**config.mk**
```make
export PLATFORM = sky130hd
export DESIGN_NAME = fx_div_ctrl
export DESIGN_NICKNAME = d
export VERILOG_FILES = /design/src/rtl/fx_div_pkg.sv /design/src/rtl/fx_sat_mul.sv /design/src/rtl/fx_div_ctrl.sv
export SDC_FILE = /design/constraint.sdc
export NUM_CORES = 2
export LEC_CHECK = 0
export BUFFER_PORTS_ARGS = -buffer_cell sky130_fd_sc_hd__buf_2
export CAP_MARGIN = 20
export CELL_PAD_IN_SITES_DETAIL_PLACEMENT = 1
export CELL_PAD_IN_SITES_GLOBAL_PLACEMENT = 1
export CORE_ASPECT_RATIO = 0.9
export CORE_MARGIN = 1.5
export CORE_UTILIZATION = 45
export DETAILED_ROUTE_END_ITERATION = 10
export HOLD_SLACK_MARGIN = 0.15
export PLACE_DENSITY_LB_ADDON = 0.12
export SYNTH_ARGS = -nofsm -noshare
export SYNTH_HDL_FRONTEND = slang
export SYNTH_SLANG_ARGS = --single-unit
export TNS_END_PERCENT = 5
```
**constraint.sdc**
```tcl
create_clock -name clk -period 19.11 [get_ports clk]
set_clock_uncertainty 0.1 [all_clocks]
set_input_delay 1.911 -clock clk [delete_from_list [all_inputs] [get_ports clk]]
set_output_delay 1.911 -clock clk [all_outputs]
set_load 0.01 [all_outputs]
```
**src/rtl/fx_div_pkg.sv**
```systemverilog
// Shared definitions for the fixed-point divide controller: FSM state
// encoding and the signed saturation limits used by the multiplier stage.
package fx_div_pkg;

  typedef enum logic [2:0] {
    IDLE = 3'd0,
    REQ  = 3'd1,
    WAIT = 3'd2,
    MUL  = 3'd3,
    OUT  = 3'd4
  } state_t;

  // Wide enough to hold limits for any practical word width.
  localparam int unsigned LIM_W = 128;

  // Largest positive magnitude representable in a signed w-bit word: 2^(w-1)-1.
  function automatic logic [LIM_W-1:0] pos_limit(input int unsigned w);
    return (LIM_W'(1) << (w - 1)) - LIM_W'(1);
  endfunction

  // Largest negative magnitude representable in a signed w-bit word: 2^(w-1).
  function automatic logic [LIM_W-1:0] neg_limit(input int unsigned w);
    return LIM_W'(1) << (w - 1);
  endfunction

endpackage

```
**src/rtl/fx_sat_mul.sv**
```systemverilog
// Combinational |a| * (1/|b|) in QF format: full 2W-bit product, truncating
// shift by F, sign application and saturation to the signed W-bit range.
module fx_sat_mul import fx_div_pkg::*; #(
  parameter int W = 32,
  parameter int F = 16
) (
  input  logic [W-1:0] a_mag,
  input  logic [W-1:0] inv,
  input  logic         neg,
  output logic [W-1:0] q,
  output logic         sat
);

  localparam int PW = 2 * W;
  localparam logic [PW-1:0] POS_LIM = PW'(pos_limit(W));
  localparam logic [PW-1:0] NEG_LIM = PW'(neg_limit(W));
  localparam logic [W-1:0]  Q_MAX   = W'(pos_limit(W));
  localparam logic [W-1:0]  Q_MIN   = W'(neg_limit(W));

  logic [PW-1:0] prod;
  logic [PW-1:0] mag;

  assign prod = PW'(a_mag) * PW'(inv);
  assign mag  = prod >> F;

  // Apply sign to the truncated magnitude, clamping when it leaves the range.
  always_comb begin
    // NOTE: every output gets a default first so no path can infer a latch.
    q   = mag[W-1:0];
    sat = 1'b0;
    if (neg) begin
      if (mag > NEG_LIM) begin
        q   = Q_MIN;
        sat = 1'b1;
      end else begin
        q = W'(0) - mag[W-1:0];
      end
    end else if (mag > POS_LIM) begin
      q   = Q_MAX;
      sat = 1'b1;
    end
  end

endmodule

```
**src/rtl/fx_div_ctrl.sv**
```systemverilog
// Fixed-point divider controller: computes a/b as a * (1/b) using an external
// reciprocal unit. Optional reciprocal-wait timeout is enabled by defining
// FX_DIV_TIMEOUT_EN; without it WAIT persists until recip_done.
module fx_div_ctrl import fx_div_pkg::*; #(
  parameter int W         = 32,
  parameter int F         = 16,
  parameter int TO_CYCLES = 64
) (
  input  logic         clk,
  input  logic         rst_n,
  input  logic         in_valid,
  output logic         in_ready,
  input  logic [W-1:0] a_in,
  input  logic [W-1:0] b_in,
  output logic         recip_start,
  output logic [W-1:0] recip_x,
  input  logic         recip_done,
  input  logic         recip_invalid,
  input  logic [W-1:0] recip_inv,
  output logic         out_valid,
  input  logic         out_ready,
  output logic [W-1:0] q_out,
  output logic         err,
  output logic         sat,
  output logic         timeout
);

  state_t       state;
  logic [W-1:0] a_mag;
  logic         neg;
  logic [W-1:0] inv_q;
  logic         inv_bad;
  logic [W-1:0] mul_q;
  logic         mul_sat;

  function automatic logic [W-1:0] mag_of(input logic [W-1:0] v);
    return v[W-1] ? (~v + 1'b1) : v;
  endfunction

`ifdef FX_DIV_TIMEOUT_EN
  localparam int CNT_W = $clog2(TO_CYCLES + 1);
  localparam logic [CNT_W-1:0] TO_LAST = CNT_W'(TO_CYCLES - 1);
  logic             timeout_q;
  logic [CNT_W-1:0] wait_cnt;
  assign timeout = timeout_q;
`else
  assign timeout = 1'b0;
`endif

  fx_sat_mul #(.W(W), .F(F)) u_sat_mul (
    .a_mag (a_mag),
    .inv   (inv_q),
    .neg   (neg),
    .q     (mul_q),
    .sat   (mul_sat)
  );

  // Transaction FSM with all handshake and result outputs registered.
  // NOTE: sequential state is updated with <= only, so every branch sees pre-edge values.
  always_ff @(posedge clk or negedge rst_n) begin
    if (!rst_n) begin
      state       <= IDLE;
      in_ready    <= 1'b1;
      recip_start <= 1'b0;
      recip_x     <= '0;
      out_valid   <= 1'b0;
      q_out       <= '0;
      err         <= 1'b0;
      sat         <= 1'b0;
      a_mag       <= '0;
      neg         <= 1'b0;
      inv_q       <= '0;
      inv_bad     <= 1'b0;
`ifdef FX_DIV_TIMEOUT_EN
      timeout_q   <= 1'b0;
      wait_cnt    <= '0;
`endif
    end else begin
      recip_start <= 1'b0;
      unique case (state)
        IDLE: begin
          if (in_valid && in_ready) begin
            a_mag    <= mag_of(a_in);
            neg      <= a_in[W-1] ^ b_in[W-1];
            recip_x  <= mag_of(b_in);
            in_ready <= 1'b0;
`ifdef FX_DIV_TIMEOUT_EN
            timeout_q <= 1'b0;
`endif
            if (b_in == '0) begin
              // Divide by zero: answer immediately, never bother the reciprocal unit.
              state     <= OUT;
              out_valid <= 1'b1;
              q_out     <= '0;
              err       <= 1'b1;
              sat       <= 1'b0;
            end else begin
              state       <= REQ;
              recip_start <= 1'b1;
            end
          end
        end
        REQ: begin
          state <= WAIT;
`ifdef FX_DIV_TIMEOUT_EN
          wait_cnt <= '0;
`endif
        end
        WAIT: begin
          if (recip_done) begin
            inv_q   <= recip_inv;
            inv_bad <= recip_invalid;
            recip_x <= '0;
            state   <= MUL;
          end
`ifdef FX_DIV_TIMEOUT_EN
          else if (wait_cnt == TO_LAST) begin
            recip_x   <= '0;
            state     <= OUT;
            out_valid <= 1'b1;
            q_out     <= '0;
            err       <= 1'b1;
            sat       <= 1'b0;
            timeout_q <= 1'b1;
          end else begin
            wait_cnt <= wait_cnt + 1'b1;
          end
`endif
        end
        MUL: begin
          state     <= OUT;
          out_valid <= 1'b1;
          if (inv_bad) begin
            q_out <= '0;
            err   <= 1'b1;
            sat   <= 1'b0;
          end else begin
            q_out <= mul_q;
            err   <= 1'b0;
            sat   <= mul_sat;
          end
        end
        OUT: begin
          if (out_ready) begin
            out_valid <= 1'b0;
            in_ready  <= 1'b1;
            state     <= IDLE;
          end
        end
        default: begin
          state     <= IDLE;
          in_ready  <= 1'b1;
          out_valid <= 1'b0;
        end
      endcase
    end
  end

endmodule

```
==> metrics.json <==
{
  "outcome": {"value": "finished clean"},
  "tritoncts_clock_tree": {"value": "done"},
  "worst_path_max_delay_cell": {"value": "and3_1"},
  "layout.cells.most_common_list": {"value": "906 x inv_1, 895 x fa_1, 716 x nand2_1"},
  "seq_area_frac_synth": {"value": 8.32, "unit": "%"},
  "floorplan.initialDensity": {"value": 45.5, "unit": "%"},
  "ys_warn_count": {"value": 0},
  "cts_hold_repair.buffers": {"value": 0},
  "final_common_cell": {"value": "inv_1"},
  "port_buffers": {"value": 170},
  "coreArea": {"value": 91300, "unit": "um2"},
  "gr-total-overflow": {"value": 0},
  "maxCapViolCount": {"value": 0},
  "cpPeakStageDelay": {"value": 890, "unit": "ps"},
  "netlist_area": {"value": 41500, "unit": "um2"},
  "timing_worst_setup_path_type": {"value": "reg -> reg"},
  "worst_slack": {"value": 8530, "unit": "ps"},
  "regToRegSetupSlack": {"value": 8530, "unit": "ps"},
  "achievable-frequency": {"value": 94.6, "unit": "MHz"},
  "cts.htree.levels": {"value": 4},
  "die_y": {"value": 291, "unit": "um"},
  "count_of_cells_along_the_worst_register_to_register_path": {"value": 26},
  "crit_top_cell": {"value": "fa_1"},
  "antenna_left": {"value": 0},
  "final_min_period_over_clock_period": {"value": 55.3, "unit": "%"},
  "synth-async-reset-ratio": {"value": 100, "unit": "%"},
  "number_of_clock_sinks": {"value": 138},
  "synthesized_netlist_net_count": {"value": 5930},
  "nets": {"value": 5906},
  "drt_first_pass_iters": {"value": 5},
  "cts_repair_resize_count": {"value": 0},
  "io_pins": {"value": 172},
  "synth_seq_cells": {"value": 138},
  "grt_antenna_before_repair": {"value": 2},
  "final-max-slew-violation-count": {"value": 0},
  "syn_to_final_growth": {"value": 5.72, "unit": "%"},
  "hold_path_depth": {"value": 2},
  "avgSynthCellArea": {"value": 8.90, "unit": "um2"},
  "timing.critical_path.required": {"value": 19440, "unit": "ps"},
  "crit_path_max_fanout": {"value": 27},
  "grt_usage": {"value": 29.5, "unit": "%"},
  "hold_path_end": {"value": "a_mag[18]"},
  "drtIter0Drc": {"value": 1854},
  "synth_enable_flop_cells": {"value": 0},
  "synth_cell_types": {"value": 95},
  "setup-tns-final": {"value": 0, "unit": "ps"},
  "post-cts-setup-buffers": {"value": 0},
  "end_kind": {"value": "flop"},
  "layout-drive-gt1-share": {"value": 7.71, "unit": "%"},
  "clk_pin_slew_worst_paths": {"value": 70, "unit": "ps"},
  "yosys.area.top_type": {"value": "fa_1"},
  "finalWirelength": {"value": 132000, "unit": "um"},
  "cts_inserted_buffers": {"value": 17},
  "setup_violations": {"value": 0},
  "reg2reg_to": {"value": "q_out[19]"},
  "netlist_top_cells_area": {"value": "fa_1 43%, dfrtp_1 8.3%, inv_1 8.2%"},
  "launch_instance_of_the_worst_register_to_register_path": {"value": "inv_q[3]"},
  "detail_route.wl_per_cell": {"value": 22.4, "unit": "um"},
  "clock_insertion_delay_worst_skew": {"value": 510, "unit": "ps"},
  "rsz0062_at_grt": {"value": "false"},
  "grt_pass1_wl": {"value": 211000, "unit": "um"},
  "grt_start_max_net_pins": {"value": 111},
  "clock-root-buffer": {"value": "clkbuf_16"},
  "dp_slack": {"value": 8620, "unit": "ps"},
  "synthDominantCellAreaShare": {"value": 43.1, "unit": "%"},
  "design.die.area": {"value": 94100, "unit": "um2"},
  "critical_path.startpoint_type": {"value": "flop"},
  "hold_viol": {"value": 0},
  "gpl.final_weighted_congestion": {"value": 0.967},
  "crit_arrival": {"value": 10900, "unit": "ps"},
  "detailroute.via_count": {"value": 32266},
  "min_period": {"value": 10580, "unit": "ps"},
  "core.rowCount": {"value": 105},
  "die_width": {"value": 323, "unit": "um"},
  "synth_cells": {"value": 4669},
  "min-delay-start": {"value": "a_mag[18]"},
  "min_path_type": {"value": "reg -> reg"},
  "dpl.hpwl": {"value": 106000, "unit": "um"},
  "clk_path_buf_depth": {"value": 2},
  "hold_slack": {"value": 384, "unit": "ps"},
  "vias_in_the_first_global_route": {"value": 35509},
  "remaining_drc_errors": {"value": 0},
  "timing_worst_slew_pin_value": {"value": 1140, "unit": "ps"},
  "postSynth.topFlopCell": {"value": "dfrtp_1"},
  "drt-vias-per-instance": {"value": 5.48},
  "max_slew_margin": {"value": 23.2, "unit": "%"}
}
-- kinds of logic (layout without fill, tap and decap cells) --
family | count (synthesis) | in the layout | share of synthesized area (%)
other | 1 | 6 | 0.00903
XOR/XNOR | 118 | 118 | 2.51
AND/OR/NAND/NOR | 1563 | 1563 | 18.6
buffers and inverters | 1182 | 1170 | 10.8
AO/OA/AOI/OAI | 460 | 460 | 7.33
flip-flops | 138 | 138 | 8.32
multiplexers | 48 | 48 | 1.26
adder cells (fa/ha/maj) | 1159 | 1159 | 51.1
-- state kept, by name, summed over array words and instances (netlist names) --
| name | flops |
|---|---|
| a_mag | 32 |
| err | 1 |
| in_ready | 1 |
| inv_bad | 1 |
| inv_q | 32 |
| neg | 1 |
| out_valid | 1 |
| q_out | 32 |
| recip_start | 1 |
| recip_x | 32 |
| sat | 1 |
| state | 3 |
-- worst max-delay path by stage --
| stage | start | to | slack, ps | depth (start not counted) |
|---|---|---|---|---|
| after global placement | inv_q[3] | q_out[19] | 8760 | 24 |
| after detailed placement | inv_q[3] | q_out[24] | 8620 | 26 |
| after global routing | inv_q[3] | q_out[19] | 7920 | 26 |
| after CTS | inv_q[3] | q_out[19] | 8580 | 26 |
| after floorplan | inv_q[8] | q_out[10] | 10790 | 28 |
| final | inv_q[3] | q_out[19] | 8530 | 26 |
-- worst max-delay path, delay by kind of cell (launching register included) --
kind	cells	cell delay [ps]
AOI/OAI and AO/OA	6	1800
xor gates and xnor gates	1	750
DFF	1	500
and+or+nand+nor	5	2450
adders and majority gates	9	4230
buffers and inverters	5	600
-- Yosys cell counts (all sizes together) (12+ instances only) --
cell type,number
inv,906
fa,895
nand2,717
and2,503
ha,264
clkbuf,252
o21ai,157
dfrtp,137
a21oi,103
nor2,100
xor2,79
nand3,67
nand4,51
xnor2,39
mux2,35
nor3,31
buf,23
o31ai,23
a22o,20
a22oi,19
nor4,17
a211oi,15
o211ai,14
or3,14
a32o,13
mux2i,13
nand2b,12
o41ai,12
-- stage by stage --
step	area (um2)	std cells	util, %
2_1_floorplan	41500	4669	-
3_3_place_gp	43300	5854	47.4
3_5_place_dp	43300	5855	47.5
4_1_cts	43900	5886	48.1
5_1_grt	43900	5887	48.1
6_report	43900	5892	48.1
-- cell type report --
| class | count | area (um2) |
|---|---|---|
| fill | 10771 | 47400 |
| timing repair buffer | 232 | 1320 |
| sequential | 138 | 3480 |
| inverter | 907 | 3400 |
| clock buffer | 19 | 443 |
| tap | 1230 | 1540 |
| multi-input combinational | 3349 | 33600 |
| clock inverter | 12 | 116 |
| antenna | 5 | 12.5 |
-- per-layer routing --
layer,part of all wire [%],routed length (um),GRT usage (%),vias up
met1,46,61500,43.6,17168
met2,46,61400,46.6,845
li1,-,-,-,14160
met3,5.9,7740,4.21,93
met4,1.3,1670,4.90,0
met5,0,0,0,-
Power is left out: the tool's default activity adds up to more than one toggle a clock period on the data nets, which glitch-free logic cannot reach.
